<file path="config.mk">
export PLATFORM = sky130hd
export DESIGN_NAME = aes_serial_decrypt_flat
export DESIGN_NICKNAME = d
export VERILOG_FILES = /design/src/rtl/aes_pkg.sv /design/src/rtl/aes_serial_decrypt_if.sv /design/src/rtl/aes_inv_mix_column_quarter.sv /design/src/rtl/aes_serial_decrypt.sv /design/src/flat_wrapper.sv
export SDC_FILE = /design/constraint.sdc
export NUM_CORES = 1
export LEC_CHECK = 0
export BUFFER_PORTS_ARGS = -buffer_cell sky130_fd_sc_hd__buf_4
export CAP_MARGIN = 20
export CORE_UTILIZATION = 30
export DETAILED_ROUTE_END_ITERATION = 10
export PLACE_DENSITY = 0.44
export SLEW_MARGIN = 20
export SYNTH_ARGS = -nofsm -noshare
export SYNTH_HDL_FRONTEND = slang
export SYNTH_SLANG_ARGS = --single-unit
</file>
<file path="constraint.sdc">
create_clock -name i_clk -period 12.3 [get_ports i_clk]
set_clock_uncertainty 0.05 [all_clocks]
set_input_delay 0.615 -clock i_clk [delete_from_list [all_inputs] [get_ports i_clk]]
set_output_delay 0.615 -clock i_clk [all_outputs]
set_load 0.05 [all_outputs]
</file>
<file path="src/rtl/aes_pkg.sv">
`default_nettype none
// ============================================================================
// Module      : aes_pkg
// Description : Fixed AES-128 round keys (all-zero cipher key), FSM encodings,
//               inverse S-box and helpers shared by the AES cores.
// Revision    : 1.0
// ============================================================================
package aes_pkg;

  typedef logic [15:0][7:0] aes_state_t;

  localparam logic [2:0] c_IDLE = 3'd0;
  localparam logic [2:0] c_ISR  = 3'd1;
  localparam logic [2:0] c_ISB  = 3'd2;
  localparam logic [2:0] c_ARK  = 3'd3;
  localparam logic [2:0] c_IMC  = 3'd4;
  localparam logic [2:0] c_DONE = 3'd5;

  localparam logic [127:0] c_RK0  = 128'h00000000000000000000000000000000;
  localparam logic [127:0] c_RK1  = 128'h62636363626363636263636362636363;
  localparam logic [127:0] c_RK2  = 128'h9b9898c9f9fbfbaa9b9898c9f9fbfbaa;
  localparam logic [127:0] c_RK3  = 128'h90973450696ccffaf2f457330b0fac99;
  localparam logic [127:0] c_RK4  = 128'hee06da7b876a1581759e42b27e91ee2b;
  localparam logic [127:0] c_RK5  = 128'h7f2e2b88f8443e098dda7cbbf34b9290;
  localparam logic [127:0] c_RK6  = 128'hec614b851425758c99ff09376ab49ba7;
  localparam logic [127:0] c_RK7  = 128'h217517873550620bacaf6b3cc61bf09b;
  localparam logic [127:0] c_RK8  = 128'h0ef903333ba9613897060a04511dfa9f;
  localparam logic [127:0] c_RK9  = 128'hb1d4d8e28a7db9da1d7bb3de4c664941;
  localparam logic [127:0] c_RK10 = 128'hb4ef5bcb3e92e21123e951cf6f8f188e;

  localparam logic [7:0] c_INV_SBOX [256] = '{
    8'h52, 8'h09, 8'h6a, 8'hd5, 8'h30, 8'h36, 8'ha5, 8'h38, 8'hbf, 8'h40, 8'ha3, 8'h9e, 8'h81, 8'hf3, 8'hd7, 8'hfb,
    8'h7c, 8'he3, 8'h39, 8'h82, 8'h9b, 8'h2f, 8'hff, 8'h87, 8'h34, 8'h8e, 8'h43, 8'h44, 8'hc4, 8'hde, 8'he9, 8'hcb,
    8'h54, 8'h7b, 8'h94, 8'h32, 8'ha6, 8'hc2, 8'h23, 8'h3d, 8'hee, 8'h4c, 8'h95, 8'h0b, 8'h42, 8'hfa, 8'hc3, 8'h4e,
    8'h08, 8'h2e, 8'ha1, 8'h66, 8'h28, 8'hd9, 8'h24, 8'hb2, 8'h76, 8'h5b, 8'ha2, 8'h49, 8'h6d, 8'h8b, 8'hd1, 8'h25,
    8'h72, 8'hf8, 8'hf6, 8'h64, 8'h86, 8'h68, 8'h98, 8'h16, 8'hd4, 8'ha4, 8'h5c, 8'hcc, 8'h5d, 8'h65, 8'hb6, 8'h92,
    8'h6c, 8'h70, 8'h48, 8'h50, 8'hfd, 8'hed, 8'hb9, 8'hda, 8'h5e, 8'h15, 8'h46, 8'h57, 8'ha7, 8'h8d, 8'h9d, 8'h84,
    8'h90, 8'hd8, 8'hab, 8'h00, 8'h8c, 8'hbc, 8'hd3, 8'h0a, 8'hf7, 8'he4, 8'h58, 8'h05, 8'hb8, 8'hb3, 8'h45, 8'h06,
    8'hd0, 8'h2c, 8'h1e, 8'h8f, 8'hca, 8'h3f, 8'h0f, 8'h02, 8'hc1, 8'haf, 8'hbd, 8'h03, 8'h01, 8'h13, 8'h8a, 8'h6b,
    8'h3a, 8'h91, 8'h11, 8'h41, 8'h4f, 8'h67, 8'hdc, 8'hea, 8'h97, 8'hf2, 8'hcf, 8'hce, 8'hf0, 8'hb4, 8'he6, 8'h73,
    8'h96, 8'hac, 8'h74, 8'h22, 8'he7, 8'had, 8'h35, 8'h85, 8'he2, 8'hf9, 8'h37, 8'he8, 8'h1c, 8'h75, 8'hdf, 8'h6e,
    8'h47, 8'hf1, 8'h1a, 8'h71, 8'h1d, 8'h29, 8'hc5, 8'h89, 8'h6f, 8'hb7, 8'h62, 8'h0e, 8'haa, 8'h18, 8'hbe, 8'h1b,
    8'hfc, 8'h56, 8'h3e, 8'h4b, 8'hc6, 8'hd2, 8'h79, 8'h20, 8'h9a, 8'hdb, 8'hc0, 8'hfe, 8'h78, 8'hcd, 8'h5a, 8'hf4,
    8'h1f, 8'hdd, 8'ha8, 8'h33, 8'h88, 8'h07, 8'hc7, 8'h31, 8'hb1, 8'h12, 8'h10, 8'h59, 8'h27, 8'h80, 8'hec, 8'h5f,
    8'h60, 8'h51, 8'h7f, 8'ha9, 8'h19, 8'hb5, 8'h4a, 8'h0d, 8'h2d, 8'he5, 8'h7a, 8'h9f, 8'h93, 8'hc9, 8'h9c, 8'hef,
    8'ha0, 8'he0, 8'h3b, 8'h4d, 8'hae, 8'h2a, 8'hf5, 8'hb0, 8'hc8, 8'heb, 8'hbb, 8'h3c, 8'h83, 8'h53, 8'h99, 8'h61,
    8'h17, 8'h2b, 8'h04, 8'h7e, 8'hba, 8'h77, 8'hd6, 8'h26, 8'he1, 8'h69, 8'h14, 8'h63, 8'h55, 8'h21, 8'h0c, 8'h7d
  };

  function automatic logic [7:0] inv_sbox(input logic [7:0] x);
    return c_INV_SBOX[x];
  endfunction

  function automatic logic [7:0] xtime(input logic [7:0] x);
    return {x[6:0], 1'b0} ^ (x[7] ? 8'h1b : 8'h00);
  endfunction

  function automatic logic [127:0] round_key(input logic [3:0] r);
    case (r)
      4'd0:    return c_RK0;
      4'd1:    return c_RK1;
      4'd2:    return c_RK2;
      4'd3:    return c_RK3;
      4'd4:    return c_RK4;
      4'd5:    return c_RK5;
      4'd6:    return c_RK6;
      4'd7:    return c_RK7;
      4'd8:    return c_RK8;
      4'd9:    return c_RK9;
      4'd10:   return c_RK10;
      default: return '0;
    endcase
  endfunction

  // Byte k (k = 4*column + row) sits at packed index 15-k, so byte 0 is the MSB.
  function automatic aes_state_t inv_shift_rows(input aes_state_t s);
    aes_state_t o;
    o = '0;
    for (int c = 0; c < 4; c++) begin
      for (int r = 0; r < 4; r++) begin
        o[4'(15 - (4 * c + r))] = s[4'(15 - (4 * ((c - r + 4) % 4) + r))];
      end
    end
    return o;
  endfunction

endpackage
`default_nettype wire

</file>
<file path="src/rtl/aes_serial_decrypt_if.sv">
`default_nettype none
// ============================================================================
// Module      : aes_serial_decrypt_if
// Description : Ciphertext-in / plaintext-out handshake bundle.
// Revision    : 1.0
// ============================================================================
interface aes_serial_decrypt_if;
  logic         i_valid;
  logic [127:0] i_dat;
  logic         i_read;
  logic         o_input_consumed;
  logic         o_valid;
  logic [127:0] o_dat;

  modport slave  (input  i_valid, i_dat, i_read,
                  output o_input_consumed, o_valid, o_dat);
  modport master (output i_valid, i_dat, i_read,
                  input  o_input_consumed, o_valid, o_dat);
endinterface
`default_nettype wire

</file>
<file path="src/rtl/aes_inv_mix_column_quarter.sv">
`default_nettype none
// ============================================================================
// Module      : aes_inv_mix_column_quarter
// Description : Row-0 InvMixColumns output byte of a 32-bit column (MSB = row 0).
// Revision    : 1.0
// ============================================================================
module aes_inv_mix_column_quarter
  import aes_pkg::*;
(
  input  logic [31:0] i_col,
  output logic [7:0]  o_byte
);

  function automatic logic [7:0] gmul(input logic [7:0] a, input logic [3:0] k);
    logic [7:0] x2, x4, x8;
    x2 = xtime(a);
    x4 = xtime(x2);
    x8 = xtime(x4);
    return (k[0] ? a : 8'h00) ^ (k[1] ? x2 : 8'h00) ^ (k[2] ? x4 : 8'h00) ^ (k[3] ? x8 : 8'h00);
  endfunction

  assign o_byte = gmul(i_col[31:24], 4'he) ^ gmul(i_col[23:16], 4'hb) ^
                  gmul(i_col[15:8],  4'hd) ^ gmul(i_col[7:0],   4'h9);

endmodule
`default_nettype wire

</file>
<file path="src/rtl/aes_serial_decrypt.sv">
`default_nettype none
// ============================================================================
// Module      : aes_serial_decrypt
// Description : Byte-serial AES-128 inverse cipher with fixed all-zero-key schedule.
// Revision    : 1.0
// ============================================================================
module aes_serial_decrypt
  import aes_pkg::*;
(
  input  logic                 i_clk,
  input  logic                 i_reset,
  aes_serial_decrypt_if.slave  bus
);

  logic [2:0]  r_fsm;
  logic [3:0]  r_round;
  logic [3:0]  r_byte;
  aes_state_t  r_st;
  logic [23:0] r_buf;
  logic        r_consumed;
  logic        r_valid;

  logic [1:0]  w_col;
  logic [1:0]  w_row;
  logic [31:0] w_orig;
  logic [31:0] w_rot;
  logic [7:0]  w_imc;

  assign w_col = r_byte[3:2];
  assign w_row = r_byte[1:0];

  // Bytes 0..2 of a column are overwritten before its last output byte is
  // formed, so their pre-round values come from r_buf after the first byte.
  assign w_orig = {(w_row == 2'd0) ? r_st[~{w_col, 2'd0}] : r_buf[23:16],
                   (w_row == 2'd0) ? r_st[~{w_col, 2'd1}] : r_buf[15:8],
                   (w_row == 2'd0) ? r_st[~{w_col, 2'd2}] : r_buf[7:0],
                   r_st[~{w_col, 2'd3}]};

  always_comb begin
    case (w_row)
      2'd0:    w_rot = w_orig;
      2'd1:    w_rot = {w_orig[23:0], w_orig[31:24]};
      2'd2:    w_rot = {w_orig[15:0], w_orig[31:16]};
      default: w_rot = {w_orig[7:0],  w_orig[31:8]};
    endcase
  end

  aes_inv_mix_column_quarter u_imc (
    .i_col  (w_rot),
    .o_byte (w_imc)
  );

  always_ff @(posedge i_clk) begin
    if (i_reset) begin
      r_fsm      <= c_IDLE;
      r_round    <= 4'd0;
      r_byte     <= 4'd0;
      r_st       <= '0;
      r_buf      <= '0;
      r_consumed <= 1'b0;
      r_valid    <= 1'b0;
    end else begin
      r_consumed <= 1'b0;
      case (r_fsm)
        c_IDLE: begin
          if (bus.i_valid) begin
            r_st       <= bus.i_dat ^ c_RK10;
            r_round    <= 4'd9;
            r_consumed <= 1'b1;
            r_fsm      <= c_ISR;
          end
        end
        c_ISR: begin
          r_st  <= inv_shift_rows(r_st);
          r_fsm <= c_ISB;
        end
        c_ISB: begin
          r_st[~r_byte] <= inv_sbox(r_st[~r_byte]);
          r_byte        <= r_byte + 4'd1;
          if (r_byte == 4'd15) r_fsm <= c_ARK;
        end
        c_ARK: begin
          r_st <= r_st ^ round_key(r_round);
          if (r_round != 4'd0) begin
            r_fsm <= c_IMC;
          end else begin
            r_fsm   <= c_DONE;
            r_valid <= 1'b1;
          end
        end
        c_IMC: begin
          r_st[~r_byte] <= w_imc;
          if (w_row == 2'd0) r_buf <= w_orig[31:8];
          r_byte <= r_byte + 4'd1;
          if (r_byte == 4'd15) begin
            r_round <= r_round - 4'd1;
            r_fsm   <= c_ISR;
          end
        end
        c_DONE: begin
          if (bus.i_read) begin
            r_valid <= 1'b0;
            r_fsm   <= c_IDLE;
          end
        end
        default: r_fsm <= c_IDLE;
      endcase
    end
  end

  assign bus.o_input_consumed = r_consumed;
  assign bus.o_valid          = r_valid;
  assign bus.o_dat            = r_st;

endmodule
`default_nettype wire

</file>
<file path="src/flat_wrapper.sv">
// flat-port wrapper written by rule: the top's interface ports become plain ports
module aes_serial_decrypt_flat import aes_pkg::*;
  (i_clk, i_reset, bus_i_valid, bus_i_dat, bus_i_read, bus_o_input_consumed, bus_o_valid, bus_o_dat);
  aes_serial_decrypt_if bus_i ();
  input  logic i_clk;
  input  logic i_reset;
  input wire logic [$bits(bus_i.i_valid)-1:0] bus_i_valid;
  input wire logic [$bits(bus_i.i_dat)-1:0] bus_i_dat;
  input wire logic [$bits(bus_i.i_read)-1:0] bus_i_read;
  output wire logic [$bits(bus_i.o_input_consumed)-1:0] bus_o_input_consumed;
  output wire logic [$bits(bus_i.o_valid)-1:0] bus_o_valid;
  output wire logic [$bits(bus_i.o_dat)-1:0] bus_o_dat;
  assign bus_i.i_valid = bus_i_valid;
  assign bus_i.i_dat = bus_i_dat;
  assign bus_i.i_read = bus_i_read;
  assign bus_o_input_consumed = bus_i.o_input_consumed;
  assign bus_o_valid = bus_i.o_valid;
  assign bus_o_dat = bus_i.o_dat;
  aes_serial_decrypt u_core (.i_clk(i_clk), .i_reset(i_reset), .bus(bus_i));
endmodule
</file>
; ---- Word-level counts from Yosys, hierarchy flattened
; Memories as Yosys holds them, arrays and structs flattened. A register that Yosys moved wholly into a read port is not among the register bits.
; Index checks and enable logic that the tools add are counted.
[word_totals]
reg_bits = 165
rom_bits = 4096
elab_cells = 145
n_memories = 2
[mem_list]
columns = memory, words, word_bits, read_ports, rd_clocked_by_memory_dff, write_ports, line_no
row1 = (name not given), 256, 8, 1, 0, 0, aes_pkg.sv:51  ; return c_INV_SBOX[x];
row2 = (name not given), 16, 128, 1, 1, 0, aes_pkg.sv:59  ; case (r)
[classes]
addsub = 2
order_cmp = 7
n_eq_ne = 13
muxes = 51
bitwise_logic = 32
reduce_logical = 16
[op_table]
columns = operator, n
row1 = $pmux 128 s5, 1
row2 = $mux 128, 3
row3 = $bwmux 128, 2
row4 = $bmux 8 s4, 5
row5 = $xor 128x128->128, 1
row6 = $pmux 32 s3, 1
row7 = $xor 8x8->8, 12
row8 = $mux 8, 11
row9 = $xor 8x5->8, 10
row10 = $not 69->69, 1
row11 = $mux 5, 12
row12 = $demux 8 s4, 1
row13 = $lt 4x5->1 const B, 5
row14 = $not 4->4, 5
row15 = $pmux 3 s6, 1
row16 = $mux 4, 4
row17 = $mux 3, 4
row18 = $ge 9x9->1 const B, 1
row19 = $not 8->9, 1
row20 = $reduce_and 3->1, 3
row21 = $pmux 4 s2, 1
row22 = $reduce_bool 4->1, 2
row23 = $eq 3x2->1 const B, 2
row24 = $eq 3x3->1 const B, 2
row25 = 20 further kinds, 30

; ---- Logic depth before layout (Yosys ltp)
[logic_depth]
ltp_word = 17
mapped_depth = 22
mapped_depth_nobuf = 14

; ---- Cells and area by module
; From an unflattened synthesis, not the netlist that was laid out.
[unflattened]
cells_unflattened = 2972
area_unflattened_um2 = 22271.4
[by_module_without_submodules]
columns = mod, n_inst, cells_per_inst, area_per_inst_um2, seq_area_each_um2
row1 = aes_serial_decrypt, 1, 2907, 21534.4, 5705.5
row2 = aes_inv_mix_column_quarter, 1, 65, 737.0, 0.0

; ---- Least setup slack after synthesis
; Ideal clock, no wire load.
[synth_timing]
path_kind = register -> register
startpoint = reg u_core.r_byte[1]
endpoint = reg u_core.r_st (netlist bit u_core.bus.o_dat[103])
arrival_time_ns = 4.657
slack_ns = 7.460
path_stages_with_launch = 20
n_path_buf = 6
synth_period_minus_slack_ns = 4.840
path_cell_list = dfxtp_1 buf_2 buf_2 buf_2 mux4_2 mux4_2 inv_1 ha_1 clkbuf_1 inv_1 clkbuf_1 mux4_2 a221o_1 o21ai_0 a221oi_1 nor3_1 o22ai_2 buf_2 o221ai_1 a21oi_1
[synth_via]
elab_chain_cells = 12
word_cells_on_any_way = 44
[synth_lines]
columns = item, line_no
row1 = from (decl), aes_serial_decrypt.sv:17  ; logic [3:0] r_byte;
row2 = from (signal assigned), aes_serial_decrypt.sv:79  ; r_byte <= r_byte + 4'd1;
row3 = from (signal assigned), aes_serial_decrypt.sv:94  ; r_byte <= r_byte + 4'd1;
row4 = branches (longest 11 deep; another with $mem_v2 256x8), n/a
row5 = $pmux 128 s5 (*), aes_serial_decrypt.sv:64  ; case (r_fsm)
row6 = to (signal assigned), aes_serial_decrypt.sv:67  ; r_st <= bus.i_dat ^ c_RK10;
row7 = to (signal assigned), aes_serial_decrypt.sv:74  ; r_st <= inv_shift_rows(r_st);
row8 = "to (signal, indexed assignment)", aes_serial_decrypt.sv:92  ; r_st[~r_byte] <= w_imc;
row9 = to (decl), aes_serial_decrypt.sv:18  ; aes_state_t r_st;
; Every way passes the cells marked *. The select of a mux whose other input is x is not followed.
; A chain may end at the register's enable or synchronous reset.

; ---- Final worst setup path
[layout_timing]
startpoint = reg u_core.r_byte[2]
endpoint = reg u_core.r_st (netlist bit u_core.bus.o_dat[63])
[layout_via]
elab_chain_cells = 14
word_cells_on_any_way = 53
[layout_lines]
columns = item, line_no
row1 = branches (longest 13 deep; another with $mem_v2 256x8), n/a
row2 = $pmux 128 s5 (*), aes_serial_decrypt.sv:64
; Marks and branches as above.

==> results.toml <==
[status]
run_status = "finished, final reports clean"

[cts]
cts_max_level = 2
cts_resized = 0
worst_setup_hold_path_clk_slew_ps = 60
cts_made_buffers = 38
ctsRootBufferMaster = "sky130_fd_sc_hd__clkbuf_16"
tritoncts = "yes"
post_cts_hold_buffer_count = 0
cts.path.max_buffers = 3
worst_skew_pair.late_latency_ps = 590
tritoncts_num_sinks = 285
cts.repair_timing.setup_buffer_count = 0

[synthesis]
yosys.area_share.adder_pct = 1.998
post-synth-top-area-fraction_pct = 26.03
post_synth_instance_area_sq_um = 21920
netlist_top_cells_area = "sky130_fd_sc_hd__dfxtp_1 26%, sky130_fd_sc_hd__a21oi_1 9.0%, sky130_fd_sc_hd__o21ai_0 6.5%"
synth_top_family_by_area = "compound AO/OA/AOI/OAI gates"
synthesis.nets = 2965
ys.flop_type = "sky130_fd_sc_hd__dfxtp_1"
syn-instance-count = 2798
synth_top_cell_by_area = "sky130_fd_sc_hd__dfxtp_1"
synth_xor_xnor_area_share_pct = 5.070
synth.area.mux_share_pct = 9.660
synth_sequential_area_ratio_pct = 26.03
yosys_warnings = 0
ys_ff_latch = 285
synth.lib_cells_used.distinct = 84
yosys.area_share.simple_pct = 14.87
post_synth.cell_area_avg_sq_um = 7.833
synth_edf_count = 0
synth_async_sr_flop_share_pct = 0
synth-compound-area-share_pct = 35.25

[global_route]
grtUsageTotal_pct = 36.20
globalRoute.totalOverflow = 0
grt_start_max_net_pins = 94
global_route_wire_length_before_repair_mm = 192.2
antenna_found_initial = 4
vias_in_the_first_global_route = 23995

[cells_and_area]
layout-drive-gt1-share_pct = 18.93
finalCoreUtilization_pct = 35.92
fillers = 7576
syn_to_final_growth_pct = 17.76
mostFrequentLayoutCell = "sky130_fd_sc_hd__a21oi_1"
stdcell_count = 3897
num-nets-final = 3081
most-common-layout-cells = "394 x sky130_fd_sc_hd__a21oi_1, 340 x sky130_fd_sc_hd__buf_4, 283 x sky130_fd_sc_hd__o21ai_0, 281 x sky130_fd_sc_hd__dfxtp_1, 244 x sky130_fd_sc_hd__nand2_1"

[route]
drt-initial-drc-count = 3853
wirelength_mm = 140.1
ant_nets = 0
via_per_inst = 6.645
num_vias = 25896
drcViolationCount = 0
route.detailed.wl_per_inst_microns = 35.94
dr.pass1.iters = 8

[timing]
max-slew-margin-rel_pct = 13.73
period_needed_ps = 7028
report.final.setup_viol = 0
hold_viol = 0
timing.final.crit_share_pct = 57.14
timing.setup.tns_ps = 0
worst_slew_pin_slew_ps = 1293
final_max_slew_viol_count = 0
achievable-frequency_mhz = 142.3
unrepaired_setup_endpoints_after_global_routing = "no"

[min_path]
hold_path_class = "input port to flop"
worst_hold_startpoint = "bus_i_dat[124]"

[worst_setup_path]
timing.critical_path.from = "u_core.r_byte[2]"
start_kind = "flop"
crit_fanout = 42
cp_arrival_ps = 7460
cp.required_ps = 12740
critical_path_class = "flop to flop"
r2r_start = "u_core.r_byte[2]"
critical_path.endpoint_type = "flop"

[place]
numPlacedInstances = 3823
post_detailed_placement_half_perimeter_wirelength_mm = 100.7
io_buffer_count = 261
gp_routability_congestion = 1.004

[die]
dieWidth_microns = 272.3
floorplan_row_count = 98
io_pins = 262
design.core.area_sq_um = 71850
floorplan.initialDensity_pct = 30.50
die_ar_sq_um = 74140
die_h_microns = 272.3

[power]
switching_part_of_the_total_pct = 52.10
total_power_w = 0.005830
power.net_switching_w = 0.003038
sequentialPowerShare_pct = 23.5
power_frac_clock_pct = 19.9
cell_internal_pwr_w = 0.002793
comb_power_share_pct = 56.6
total_leakage_power_nw = 9.667
vdd.ir_drop.worst_v = 0.0002410
pwr_density_cell_nw_per_um2 = 225.9

[flow_run]
max_cap_viol_count = 0
power by group through the flow:
| stage | combinational (W) | sequential [W] | clock, W |
|---|---|---|---|
| 2_1_floorplan | 0.00181 | 0.00148 | 0 |
| 3_3_place_gp | 0.00325 | 0.00137 | 0 |
| 3_5_place_dp | 0.00322 | 0.00137 | 0 |
| 4_1_cts | 0.00324 | 0.00135 | 0.00117 |
| 5_1_grt | 0.00341 | 0.00138 | 0.00120 |
| 6_report | 0.00330 | 0.00137 | 0.00116 |
worst max-delay path, stage by stage, from the launching register on:
cell and delay (ps):
sky130_fd_sc_hd__dfxtp_4 570, sky130_fd_sc_hd__buf_4 510, sky130_fd_sc_hd__buf_4 480, sky130_fd_sc_hd__mux4_2 280, sky130_fd_sc_hd__mux2i_1 100, sky130_fd_sc_hd__mux2_2 520
sky130_fd_sc_hd__inv_2 660, sky130_fd_sc_hd__buf_4 530, sky130_fd_sc_hd__ha_1 700, sky130_fd_sc_hd__nor3_1 240, sky130_fd_sc_hd__o21ai_0 390, sky130_fd_sc_hd__nand4_1 180
sky130_fd_sc_hd__o21ai_0 220, sky130_fd_sc_hd__nor3_1 150, sky130_fd_sc_hd__o22ai_2 840, sky130_fd_sc_hd__a2111oi_0 150, sky130_fd_sc_hd__o31ai_1 270
metrics by stage:
step | cell area [sq um] | hold slack [ps] | setup WS, ps
6_report | 25810 | 295.2 | 5272
5_1_grt | 25800 | 315.5 | 5203
4_1_cts | 25790 | 282.2 | 5520
3_5_place_dp | 24530 | 399.4 | 5529
3_3_place_gp | 24520 | 392.5 | 5581
2_1_floorplan | 21920 | 383.8 | 7460
final cells by class:
cell class	count	area (sq um)	area share (%)
timing repair buffer	341	2564	9.934
sequential	285	5713	22.14
clock inverter	12	113.9	0.4412
inverter	77	289.0	1.120
tap	950	1189	4.606
clock buffer	57	1144	4.431
antenna	4	10.01	0.03878
multi-input combinational	2171	14790	57.29
cell families after synthesis:
logic type | count (synthesis)
buffers and inverters | 342
xor gates and xnor gates | 110
adders and majority gates | 35
muxes | 122
and+or+nand+nor | 711
AOI/OAI and AO/OA | 1193
DFF | 285
Yosys cell counts (19+ instances only):
master / count
sky130_fd_sc_hd__a21oi_1: 394
sky130_fd_sc_hd__dfxtp_1: 285
sky130_fd_sc_hd__o21ai_0: 284
sky130_fd_sc_hd__nand2_1: 244
sky130_fd_sc_hd__nor2_1: 219
sky130_fd_sc_hd__clkbuf_1: 168
sky130_fd_sc_hd__inv_1: 73
sky130_fd_sc_hd__o221ai_1: 70
sky130_fd_sc_hd__nor3_1: 62
sky130_fd_sc_hd__xnor2_1: 58
sky130_fd_sc_hd__mux4_2: 56
sky130_fd_sc_hd__nor3b_1: 56
sky130_fd_sc_hd__a211oi_1: 51
sky130_fd_sc_hd__a22oi_1: 46
sky130_fd_sc_hd__buf_2: 46
sky130_fd_sc_hd__mux2i_1: 42
sky130_fd_sc_hd__xor2_1: 41
sky130_fd_sc_hd__ha_1: 35
sky130_fd_sc_hd__nand3_1: 35
sky130_fd_sc_hd__o221a_2: 34
sky130_fd_sc_hd__o211ai_1: 29
sky130_fd_sc_hd__o32ai_1: 29
sky130_fd_sc_hd__a221oi_1: 28
sky130_fd_sc_hd__a31oi_1: 27
sky130_fd_sc_hd__o22ai_1: 26
sky130_fd_sc_hd__a2111oi_0: 21
sky130_fd_sc_hd__nor2b_1: 21
sky130_fd_sc_hd__and2_1: 20
sky130_fd_sc_hd__o311ai_0: 20
sky130_fd_sc_hd__buf_4: 19
final timing paths:
check	endpoint	slack [ps]	depth (start not counted)
hold reg to reg	u_core.r_buf[17]	410	2
setup reg to reg	u_core.bus.o_dat[63]	5270	16
hold / removal	u_core.bus.o_dat[124]	300	4
setup / recovery	u_core.bus.o_dat[63]	5270	16
per-layer routing:
metal	GRT usage (%)	share of wire [%]	vias up
li1	-	-	10842
met4	17.55	5.5	2
met5	0	0.0079	-
met3	7.000	8.7	329
met2	57.77	46	1604
met1	46.63	40	13119
Note: power is estimated with default switching activity, not from simulation.
